[config.mk]
export PLATFORM = sky130hd
export DESIGN_NAME = strassen_quadrant_combiner
export DESIGN_NICKNAME = d
export VERILOG_FILES = /design/src/rtl/strassen_quadrant_combiner.sv
export SDC_FILE = /design/constraint.sdc
export NUM_CORES = 1
export LEC_CHECK = 0
export ABC_AREA = 1
export CAP_MARGIN = 0
export CELL_PAD_IN_SITES_DETAIL_PLACEMENT = 1
export CELL_PAD_IN_SITES_GLOBAL_PLACEMENT = 1
export CORE_AREA = 2 2 230 232
export CTS_BUF_LIST = sky130_fd_sc_hd__clkbuf_8 sky130_fd_sc_hd__clkbuf_16
export DETAILED_ROUTE_END_ITERATION = 7
export DIE_AREA = 0 0 232 234
export PLACE_DENSITY = 0.88
export SYNTH_ARGS = -nofsm -noshare
export SYNTH_HDL_FRONTEND = slang
export SYNTH_SLANG_ARGS = --single-unit
[constraint.sdc]
create_clock -name fast_clk -period 1.6 [get_ports fast_clk]
set_input_delay 0.4 -clock fast_clk [delete_from_list [all_inputs] [get_ports fast_clk]]
set_output_delay 0.4 -clock fast_clk [all_outputs]
set_load 0.05 [all_outputs]
[src/rtl/strassen_quadrant_combiner.sv]
// Strassen back-end: folds the seven M product streams into the four C quadrant
// elements, then saturates or wraps them through a stallable two-stage pipeline.
module strassen_quadrant_combiner #(
  parameter int TILE_DIM  = 16,
  parameter int ACC_WIDTH = 24,
  parameter int OUT_WIDTH = 24,
  parameter bit SATURATE  = 1'b1
) (
  input  logic                   fast_clk,
  input  logic                   rst_n,
  input  logic                   flush,
  input  logic                   in_valid,
  output logic                   in_ready,
  input  logic [7*ACC_WIDTH-1:0] m_data,
  output logic                   out_valid,
  input  logic                   out_ready,
  output logic [4*OUT_WIDTH-1:0] c_data,
  output logic                   out_last,
  output logic                   tile_done,
  output logic                   ovf_sticky
);

  localparam int SW    = ACC_WIDTH + 2;
  localparam int NELEM = TILE_DIM * TILE_DIM;
  localparam int CW    = (NELEM > 1) ? $clog2(NELEM) : 1;
  localparam logic [CW-1:0]        CNT_MAX = CW'(NELEM - 1);
  localparam logic [OUT_WIDTH-1:0] SAT_MAX = {1'b0, {(OUT_WIDTH-1){1'b1}}};
  localparam logic [OUT_WIDTH-1:0] SAT_MIN = {1'b1, {(OUT_WIDTH-1){1'b0}}};

  typedef logic signed [SW-1:0] sum_t;

  // Returns {changed, formatted}: changed is set whenever the OUT_WIDTH result
  // no longer equals the exact sum, for either clamping or wrapping.
  function automatic logic [OUT_WIDTH:0] fmt_elem(input logic [SW-1:0] v);
    logic [OUT_WIDTH-1:0] wrapped;
    logic [SW-1:0]        back;
    logic                 changed;
    wrapped = v[OUT_WIDTH-1:0];
    back    = SW'($signed(wrapped));
    changed = (back != v);
    if (SATURATE && changed) return {1'b1, (v[SW-1] ? SAT_MIN : SAT_MAX)};
    return {changed, wrapped};
  endfunction

  logic                          s1_valid_q, s1_valid_d;
  logic                          s1_last_q, s1_last_d;
  logic [3:0][SW-1:0]            s1_sum_q, s1_sum_d;
  logic                          s2_valid_q, s2_valid_d;
  logic                          s2_last_q, s2_last_d;
  logic [3:0][OUT_WIDTH-1:0]     s2_c_q, s2_c_d;
  logic [CW-1:0]                 cnt_q, cnt_d;
  logic                          tile_done_q, tile_done_d;
  logic                          ovf_sticky_q, ovf_sticky_d;

  sum_t                      m_ext [7];
  logic [3:0][SW-1:0]        exact_sum;
  logic [3:0][OUT_WIDTH-1:0] c_fmt;
  logic [3:0]                q_ovf;
  logic                      s1_en, s2_en, in_hs, out_hs, in_last;

  always_comb begin
    for (int i = 0; i < 7; i++) begin
      m_ext[i] = SW'($signed(m_data[i*ACC_WIDTH +: ACC_WIDTH]));
    end
    exact_sum[0] = m_ext[0] + m_ext[3] - m_ext[4] + m_ext[6];
    exact_sum[1] = m_ext[2] + m_ext[4];
    exact_sum[2] = m_ext[1] + m_ext[3];
    exact_sum[3] = m_ext[0] - m_ext[1] + m_ext[2] + m_ext[5];
  end

  always_comb begin
    for (int q = 0; q < 4; q++) begin
      {q_ovf[q], c_fmt[q]} = fmt_elem(s1_sum_q[q]);
    end
  end

  // Ready propagates backwards purely from pipeline occupancy, never from in_valid.
  assign s2_en    = !s2_valid_q || out_ready;
  assign s1_en    = !s1_valid_q || s2_en;
  assign in_ready = s1_en;
  assign in_hs    = in_valid && s1_en && !flush;
  assign out_hs   = s2_valid_q && out_ready;
  assign in_last  = (cnt_q == CNT_MAX);

  always_comb begin
    // NOTE: every _d starts as a copy of its _q so no path through this block
    // leaves a signal unassigned, which would otherwise infer a latch.
    s1_valid_d   = s1_valid_q;
    s1_last_d    = s1_last_q;
    s1_sum_d     = s1_sum_q;
    s2_valid_d   = s2_valid_q;
    s2_last_d    = s2_last_q;
    s2_c_d       = s2_c_q;
    cnt_d        = cnt_q;
    tile_done_d  = 1'b0;
    ovf_sticky_d = ovf_sticky_q;
    if (flush) begin
      s1_valid_d   = 1'b0;
      s2_valid_d   = 1'b0;
      s2_last_d    = 1'b0;
      cnt_d        = '0;
      ovf_sticky_d = 1'b0;
    end else begin
      tile_done_d = out_hs && s2_last_q;
      if (s1_en) begin
        s1_valid_d = in_hs;
        if (in_hs) begin
          s1_sum_d  = exact_sum;
          s1_last_d = in_last;
          cnt_d     = in_last ? '0 : cnt_q + CW'(1);
        end
      end
      if (s2_en) begin
        s2_valid_d = s1_valid_q;
        s2_last_d  = s1_valid_q && s1_last_q;
        if (s1_valid_q) begin
          s2_c_d       = c_fmt;
          ovf_sticky_d = ovf_sticky_q | (|q_ovf);
        end
      end
    end
  end

  // NOTE: the datapath registers are few and c_data must read zero out of reset,
  // so they share the async reset with the control flops.
  always_ff @(posedge fast_clk or negedge rst_n) begin
    if (!rst_n) begin
      s1_valid_q   <= 1'b0;
      s1_last_q    <= 1'b0;
      s1_sum_q     <= '0;
      s2_valid_q   <= 1'b0;
      s2_last_q    <= 1'b0;
      s2_c_q       <= '0;
      cnt_q        <= '0;
      tile_done_q  <= 1'b0;
      ovf_sticky_q <= 1'b0;
    end else begin
      // NOTE: non-blocking updates keep all flops sampling pre-edge values.
      s1_valid_q   <= s1_valid_d;
      s1_last_q    <= s1_last_d;
      s1_sum_q     <= s1_sum_d;
      s2_valid_q   <= s2_valid_d;
      s2_last_q    <= s2_last_d;
      s2_c_q       <= s2_c_d;
      cnt_q        <= cnt_d;
      tile_done_q  <= tile_done_d;
      ovf_sticky_q <= ovf_sticky_d;
    end
  end

  assign out_valid  = s2_valid_q;
  assign out_last   = s2_last_q;
  assign c_data     = s2_c_q;
  assign tile_done  = tile_done_q;
  assign ovf_sticky = ovf_sticky_q;

endmodule

After elaboration in Yosys (flattened, before gate mapping)

Cells that the tools add are included.

Flip-flop bits (word level): 214
Input port bits: 173
Output and inout bits: 101
Word-level logic and storage cells: 80

$add $sub $neg: 9
Equality and inequality tests: 5
Muxes and demuxes: 30
Bitwise gates (word level): 2
Reduce and logical (&&, ||, !) cells: 19

Operators by type and width:

| kind                  | number |
|---|---|
| $mux W25              | 8 |
| $mux W24              | 4 |
| $add A24 B24 Y25      | 3 |
| $add A26 B24 Y26      | 2 |
| $mux W8               | 4 |
| $add A25 B24 Y26      | 1 |
| $sub A25 B24 Y26      | 1 |
| $sub A24 B24 Y25      | 1 |
| $mux W1               | 14 |
| $add A8 B1 Y8 const B | 1 |
| $eq A8 B8 Y1 const B  | 1 |
| $ne A2 B2 Y1          | 4 |
| $reduce_bool A2 Y1    | 4 |
| $reduce_and A3 Y1     | 2 |
| $logic_and A1 B1 Y1   | 5 |
| $reduce_and A2 Y1     | 2 |
| $reduce_or A4 Y1      | 1 |
| $logic_not A1 Y1      | 3 |
| $logic_or A1 B1 Y1    | 2 |
| $not A1 Y1            | 1 |
| $or A1 B1 Y1          | 1 |

Depth between registers and ports, before layout

Gate-level depths: netlist of the first run.

Depth after elaboration: 8
Depth in mapped cells: 18
Depth with buffers taken out: 18

Least setup slack after synthesis of the first run

No wires, ideal clock.

Kind: input to register
Start point: in m_data[97]
End point: reg s1_sum_q[17] (netlist name)
Library setup time: 0.065 ns
Arrival: 2.832 ns
Required time: 1.535 ns
Path slack: -1.297 ns
Stages on the path: 18
Buffers on the path: 0
Path through: inv_1 fa_1 inv_1 fa_1 inv_1 ha_1 inv_1 fa_1 inv_1 nand2_1 nand2_1 nand3_1 nand2_1 nand2_1 nand2_1 xor2_1 nand2_1 nand2_1

Word-level cells in the longest chain between the ends: 2

RTL lines:

| element              | RTL line | text |
|---|---|---|
| from (decl)          | 14       | `input logic [7*ACC_WIDTH-1:0] m_data,` |
| $sub A25 B24 Y26     | 65       | `exact_sum[0] = m_ext[0] + m_ext[3] - m_ext[4] + m_ext[6];` |
| $add A26 B24 Y26     | 65       |  |
| to (signal assigned) | 141      | `s1_sum_q <= s1_sum_d;` |
| to (decl)            | 47       | `logic [3:0][SW-1:0] s1_sum_q, s1_sum_d;` |

Every way passes these cells.
A chain may end at the register's enable or synchronous reset.

Worst setup path in the final report of the first run

Start point: in m_data[76]
End point: reg s1_sum_q[19] (netlist name)

Word-level cells in the longest chain between the ends: 3

RTL lines:

| element          | RTL line |
|---|---|
| $add A24 B24 Y25 | 65 |
| $sub A25 B24 Y26 | 65 |
| $add A26 B24 Y26 | 65 |

Every way passes these cells.

==> results.yml, run 1 <==
drt:
  vias: 25100
  drtIter0Drc: 2928
  ant_nets: 0
  wl_per_cell_um: 32.2
  viasPerCell: 6.09
  drc: 0
  routed_wl_um: 132000
  firstDrtPassIters: 6
sta:
  post-route-min-period_ns: 3.04
  rsz0062_at_grt: "yes"
  period_share_pct: 190
  worst_pin_slew_ns: 0.664
  fmax_mhz: 329
  setup_viol: 210
  slew_headroom_pct: 55.3
  finalClockSkew_ns: 0.0343
  hold_viol: 0
  drv_slew: 0
  whs_ns: 0.310
  fin_ws_ns: -1.44
worst_setup_path:
  critPathArrivalTime_ns: 3.50
  crit_fanout: 5
  worst_setup_path_start_kind: "input pin"
  crit_path_end_kind: "flop"
  crit_type: "input pin to flop"
  cp.required_ns: 2.06
layout:
  drive_above_1_share_pct: 43.2
  finalNetCount: 3781
  syn_to_final_growth_pct: 71.2
outcome:
  outcome: "finished with violations"
  violations: "negative setup slack"
floorplan:
  rows: 84
  die_w_um: 232
  core_area_um2: 52000
  initial_core_util_pct: 35.5
  ios: 274
  die_h_um: 234
  die_area_um2: 54300
global_route:
  antenna_found_initial: 13
  grt.overflow.total: 0
  track_usage_pct: 36.8
  grt_pass1_wl_um: 151000
  grt_pass1_vias: 24500
  grt_max_degree: 50
clocking:
  cts_made_buffers: 25
  cts-htree-levels: 1
  clk_path_buf_depth: 3
  clk_pin_slew_worst_paths_ns: 0.07
  clock-sinks: 212
  cts_tree: "yes"
  ctsRootBufferMaster: "clkbuf_16"
  clk_latency_ns: 0.59
worst_hold_path:
  hp-class: "input pin to flop"
synthesis:
  async_reset_ff_share_pct: 100
  synthCells: 2732
  ys_warn_count: 0
  synth-edff-count: 0
  syn_area_um2: 18500
  yosysUniqueCellTypes: 40
  syn_nets: 3108
  ys.flop_type: "dfrtp_1"
  ys_ff_latch: 212
  avgSynthCellArea_um2: 6.76
  yosysSeqAreaShare_pct: 28.7
placed_design:
  port_buffers: 273
  hpwl_um: 67900
  place_congestion: 0.975
flow_run:
  max_cap_violations: 0
power_and_ir_drop:
  vdd_drop_max_mv: 0.815
  totalPowerFinal_uw: 50600
  pwr_density_cell_nw_per_um2: 1600
  p_leak_uw: 0.0161
-- worst paths after layout --
check,from,slack (ns),cells past startpoint,end
worst max-delay path,m_data[76],-1.44,15,s1_sum_q[19]
worst min-delay path,m_data[48],0.31,4,s1_sum_q[26]
worst max register to register,s1_sum_q[24],-0.34,7,c_data[20]
worst min register to register,s1_sum_q[74],0.48,2,s1_sum_q[74]
max in group asynchronous,rst_n,0.63,3,c_data[83]
min in group asynchronous,rst_n,0.40,2,s1_sum_q[40]
-- worst max-delay path, stage by stage --
cell      delay, ns
buf_2          0.16
fa_1           0.62
inv_1          0.09
fa_2           0.67
inv_2          0.09
ha_4           0.32
nand2_1        0.09
nor2_2         0.18
nand3_2        0.10
nand3b_1       0.33
nand2_2        0.13
nand2_1        0.09
nand2_1        0.07
nand3_1        0.07
nand2_1        0.07
-- power by group --
part	internal [µW]	switching, µW	total [µW]
combinational	14000	20800	34900
clock	3140	2850	6000
sequential	7240	2460	9700
total	24400	26200	50600
-- cell families after synthesis --
logic type	after synthesis	synth area share, %
compound gates	208	6.05
xor+xnor	43	2.04
fa+ha+maj	203	17.8
buf+inv	674	14.5
flops	212	28.7
simple gates	1392	30.9
-- cells in the final DEF, fill, tap and decap left out, types with 24 or more instances in the layout --
master,count
fa_1,87
buf_12,126
buf_6,78
nor2_2,59
a31oi_1,38
nand3_1,54
nand4_1,25
clkbuf_16,34
inv_1,486
nor2_1,92
buf_4,342
nand3_2,55
o21ai_1,24
nand2_4,91
nand2_1,683
dfrtp_1,210
inv_2,119
a21oi_1,74
nand3b_1,25
nor2_4,54
clkdlybuf4s50_1,52
ha_4,89
nand2_2,176
buf_2,48
a21oi_2,28
-- cell type report --
type                       count  area [µm²]
antenna                        9        22.5
fill                        6020       20400
clock buffer                  28         667
sequential                   212        5310
multi-input combinational   1846       14700
tap                          688         861
timing repair buffer         705        7620
clock inverter                15         106
inverter                     615        2380
-- routing by layer --
layer	global-route usage, %	wire, µm
met5	0	114
met4	22.6	14100
met3	7.43	16100
met2	60.7	57900
met1	44.4	44200
-- metrics by stage --
step                utilization [%]  cell area [µm²]  worst slack, ns  cells  setup TNS, ns
floorplan                         -            19400            -1.14   2732         -47.23
global placement               50.5            26300            -2.02   3947        -164.39
detailed placement             50.5            26300            -2.08   3947        -180.55
CTS                            55.8            29000            -1.05   4049         -41.58
global route                   60.7            31600            -1.43   4109         -80.43
finish                         60.8            31600            -1.44   4118         -76.27
-- flip-flops by register name, summed over array words and instances, names as in the netlist --
signal / flops
out_valid: 1
c_data: 96
cnt_q: 8
s1_sum_q: 102
tile_done: 1
s1_valid_q: 1
s1_last_q: 1
ovf_sticky: 1
out_last: 1
-- cell usage after synthesis (6+ instances only) --
cell	count	area share [%]
a21oi_1	109	3.0
a31oi_1	46	1.6
and2_1	10	0.34
buf_1	7	0.14
buf_2	26	0.70
buf_6	12	0.73
clkbuf_1	9	0.18
dfrtp_1	212	29
fa_1	100	11
ha_1	103	7.0
inv_1	612	12
nand2_1	957	19
nand3_1	130	3.5
nand3b_1	25	1.0
nand4_1	25	0.85
nor2_1	199	4.0
nor2_2	6	0.20
nor4_1	7	0.24
o21ai_0	26	0.70
o21ai_1	19	0.51
or2_1	7	0.24
or2_2	8	0.27
xnor2_1	24	1.1
xor2_1	19	0.90
-- repair_timing --
item                                   CTS  global route
resized for setup                      948           531
setup endpoints to repair              128           205
setup buffers                           56            54
hold buffers                             1             0
pin swaps                              284           255
cloned                                   5            11
endpoints found under the hold margin   33             0
(Power assumes the default switching activity.)
==> run 2, diff against run 1 <==
TNS_END_PERCENT = 1   (was default)
==> run 2 against run 1 <==
Net effect: non-clock buffer count shrank 41; fmax shrank 1.5%; critical endpoint is now s1_sum_q[10]; flip-flop and latch count is the same; critical path type unchanged; critical path depth grew 1; the run still ends with negative setup slack left; utilization shrank 5.1 points; register-to-register slack gained 0.08 ns; largest cell class unchanged; die area is the same; first-iteration DRC count shrank 11%; global-route usage shrank 2.0 points.
==> results.yml, run 2 (synthesis results as in run 1) <==
outcome:
  outcome: "finished with violations"
  violations: "negative setup slack"
global_route:
  grt_pass1_vias: 23700
  grt.overflow.total: 0
  grt_max_degree: 48
  grt_pass1_wl_um: 143000
  antenna_found_initial: 16
  track_usage_pct: 34.9
layout:
  final_common_cell: "nand2_1"
  finalNetCount: 3739
  seq_area_um2: 5310
  largest_register_ff_count: 102
  multi_input_area_um2: 12800
  drive_above_1_share_pct: 31.8
  syn_to_final_growth_pct: 56.9
  num-fill-cells: 6292
  final_cell_mix: "nand2_1 (814), inv_1 (538), buf_4 (359), dfrtp_1 (208), nor2_1 (142)"
  final_area_um2: 29000
  regMostFlops: "s1_sum_q"
sta:
  drv_slew: 0
  fmax_mhz: 324
  whs_ns: 0.320
  post-route-min-period_ns: 3.09
  worst_pin_slew_ns: 0.480
  fin_ws_ns: -1.49
  finalClockSkew_ns: 0.0215
  slew_headroom_pct: 67.9
  hold_viol: 0
  period_share_pct: 193
  setup_viol: 171
  rsz0062_at_grt: "yes"
power_and_ir_drop:
  p_sw_uw: 22500
  internal_power_uw: 23100
  pwr_density_cell_nw_per_um2: 1570
  vdd_drop_max_mv: 1.09
  p_clk_share_pct: 13.6
  swShare_pct: 49.4
  seqPwrFrac_pct: 20.7
  p_leak_uw: 0.0154
  combPwrFrac_pct: 65.7
placed_design:
  place_area_um2: 25500
  place_congestion: 0.938
  port_buffers: 273
  hpwl_um: 66200
worst_setup_path:
  cp.required_ns: 2.08
  crit_path_end_kind: "flop"
  r2r_end: "s1_sum_q[9]"
  endpoint: "s1_sum_q[10]"
  crit_fanout: 4
  reg2regPathDepth: 9
  worstSetupStartpoint: "m_data[4]"
  critPathArrivalTime_ns: 3.57
  r2r_slack_ns: -0.26
  r2r_start: "out_valid"
  worst_setup_path_start_kind: "input pin"
  crit_type: "input pin to flop"
worst_hold_path:
  hp-class: "input pin to async pin"
clocking:
  cts-htree-levels: 1
  clk_latency_ns: 0.60
  cts_made_buffers: 24
  ctsRootBufferMaster: "clkbuf_16"
  clk_pin_slew_worst_paths_ns: 0.07
  cts_tree: "yes"
  clock-sinks: 212
  clk_path_buf_depth: 3
flow_run:
  max_cap_violations: 0
floorplan:
  initial_core_util_pct: 35.5
  die_area_um2: 54300
  ios: 274
  rows: 84
  die_w_um: 232
  die_h_um: 234
  core_area_um2: 52000
drt:
  routed_wl_um: 111000
  drc: 0
  ant_nets: 0
  vias: 23000
  firstDrtPassIters: 6
  drtIter0Drc: 2608
  wl_per_cell_um: 27.2
  viasPerCell: 5.65
run 2: cell types whose count changed in the layout (fill, tap and decap cells not counted), sizes merged, moves of 3 or more:
cell / change
buf: -100
clkinv: -3
dlygate4sd2: +35
clkbuf: +9
dlymetal6s2s: +12
clkinvlp: +4
run 2: timing repair:
item	4_1_cts	5_1_grt
buffers inserted	27	17
endpoints found under the hold margin	24	0
hold buffers	1	0
pin swaps	125	111
resized for setup	555	337
setup endpoints to repair	197	201
run 2: per-stage QoR:
| stage | power (µW) | setup TNS, ns | util, % | std cells | worst slack, ns |
|---|---|---|---|---|---|
| after floorplan | 20300 | -60.38 | - | 2732 | -1.17 |
| after global placement | 31000 | -191.23 | 49.1 | 3982 | -2.28 |
| after detailed placement | 32000 | -205.26 | 49.1 | 3982 | -2.26 |
| final | 45500 | -75.66 | 55.7 | 4077 | -1.49 |
| after CTS | 41100 | -58.71 | 54.0 | 4054 | -1.10 |
| after global routing | 47000 | -84.20 | 55.7 | 4073 | -1.67 |
run 2: how the worst min path moves through the flow:
| stage | from | endpoint | slack (ns) | depth (start not counted) |
|---|---|---|---|---|
| final | rst_n | c_data[76] | 0.32 | 2 |
| after global routing | m_data[24] | s1_sum_q[52] | 0.35 | 5 |
| after CTS | rst_n | c_data[73] | 0.37 | 2 |
| after detailed placement | rst_n | c_data[75] | 0.34 | 1 |
| after global placement | rst_n | c_data[75] | 0.34 | 1 |
| after floorplan | rst_n | c_data[0] | 0.10 | 0 |
run 2: layer usage:
layer  GRT usage, %  share of wire [%]  up-vias  wire length, µm
li1               -                  -     9476                -
met1           42.6                 35    11000            38800
met2           58.0                 45     1774            49400
met3           7.19                 11      713            12700
met4           18.7                8.9       18             9920
met5              0               0.11        -              126
run 2: layout make-up:
class,instances,area share (%)
multi-input combinational,1846,44.3
timing repair buffer,664,23.4
sequential,212,18.3
inverter,615,8.07
tap,688,2.97
clock buffer,27,2.25
clock inverter,17,0.617
antenna,8,0.0691
run 2: power groups by stage:
stage,Clock [µW],Combinational (µW),Sequential (µW)
finish,6190,29900,9410
global placement,0,21900,9020
floorplan,0,8540,11800
CTS,6020,26000,9150
global route,6330,31200,9510
detailed placement,0,22800,9150
run 2: worst max-delay path: stages:
cell,delay [ns]
clkdlybuf4s15_2,0.29
fa_1,0.58
inv_1,0.14
fa_1,0.55
inv_1,0.18
ha_4,0.26
nand2_4,0.08
buf_4,0.12
inv_2,0.04
nand2_1,0.09
nand2_1,0.10
nand2_1,0.08
nand3b_1,0.17
buf_4,0.20
xnor2_2,0.18
o21ai_1,0.10
==> edit, RTL diff (settings of run 1) <==
The parameter `SATURATE` goes from 1'b1 to 1'b0.
--- a/src/rtl/strassen_quadrant_combiner.sv
+++ b/src/rtl/strassen_quadrant_combiner.sv
@@ -4,7 +4,7 @@
   parameter int TILE_DIM  = 16,
   parameter int ACC_WIDTH = 24,
   parameter int OUT_WIDTH = 24,
-  parameter bit SATURATE  = 1'b1
+  parameter bit SATURATE  = 1'b0
 ) (
   input  logic                   fast_clk,
   input  logic                   rst_n,
Behaviour: not the same (Yosys sat finds a counterexample within 4 cycles, from zero or initial values and one cycle with rst_n low).
==> edit against run 1 <==
  * The run now fails in global routing
  * Synthesized cell count decreased by 1.6%
  * Synthesized area decreased by 1.9%
==> edit: results (changes against run 1) <==
* GR repair worst EP: c_fmt[17]$_DFFE_PN0P_/D
* Failed at: global routing
* Gr ovfl total at approximately 150
* Setup WS pre-CTS at -2.06 ns (was -2.08 ns)
* Syn nets at 3059 (was 3108)
* Synth cell count leaders: nand2_1 (1038), inv_1 (631), dfrtp_1 (212), nand3_1 (135), nor2_1 (106) (was nand2_1 (957), inv_1 (612), dfrtp_1 (212), nor2_1 (199), nand3_1 (130))
* CTS H-tree depth at 1 (unchanged)
* Cts bufs inserted at 25 (unchanged)
* Placed cell area at 0.0261 mm2 (was 0.0263 mm2)
* FFs w/ async S/R, synth at 1.00 (unchanged)
* Clock tree buffer depth at 3 (unchanged)
* Ys Warns at 0 (unchanged)
* GRT Util Overall at 0.744
* Sequential element share of the synthesized area at 0.293 (was 0.287)
* GPL Wtd Cong at 0.975 (about the same)
* PortBufs at 273 (unchanged)
* Worst_ep kind: register input
* Largest net degree at the start of global routing at 95
* CTS Sinks at 212 (unchanged)
* Outcome: did not finish (was finished, violations left)
* Dpl hpwl at 68000 um (was 67900 um)
* Die width at 232 um (unchanged)
* Ranking of synthesized cells by area: dfrtp_1 (29%), nand2_1 (21%), inv_1 (13%), fa_1 (11%), ha_1 (6.8%) (was dfrtp_1 (29%), nand2_1 (19%), inv_1 (12%), fa_1 (11%), ha_1 (7.0%))
* Antenna violations before repair at 30
* Unique cell type count in the Yosys netlist at 36 (was 40)
* Ys flop type: dfrtp_1 (unchanged)
* Run Error: [ERROR GRT-0232] Routing congestion too high. Check the congestion heatmap in the GUI.
* Root Driver: clkbuf_16 (unchanged)
-- edit: changes by cell type after synthesis, sizes merged, moves of 5 or more --
cell	delta
a21oi	-45
a31oi	-46
buf	-13
inv	+20
nand2	+89
nor2	-89
o21ai	+46
or2	-5
-- edit: through the flow --
| stage | utilization | hold WS, ns | cells |
|---|---|---|---|
| 2_1_floorplan | - | 0.104 | 2687 |
| 3_5_place_dp | 0.501 | 0.368 | 3922 |
| 3_3_place_gp | 0.501 | 0.365 | 3922 |
| 4_1_cts | 0.570 | 0.289 | 4043 |
-- edit: layer usage --
metal	global-route usage	GRT overflow
met5	0.501	0
met2	0.878	75
met3	0.648	7
met4	0.709	66
met1	0.728	3
-- edit: cell families after synthesis --
group           after synthesis  synth area share
buf+inv                     680             0.147
compound gates              161            0.0452
flops                       212             0.293
simple gates               1393             0.316
xor+xnor                     42            0.0203
fa+ha+maj                   199             0.179
-- edit: timing repair --
| item | CTS |
|---|---|
| resized for setup | 1058 |
| cloned | 10 |
| hold buffers | 1 |
| pin swaps | 274 |
| setup buffers | 70 |
| endpoints found under the setup margin | 109 |
| endpoints found under the hold margin | 39 |
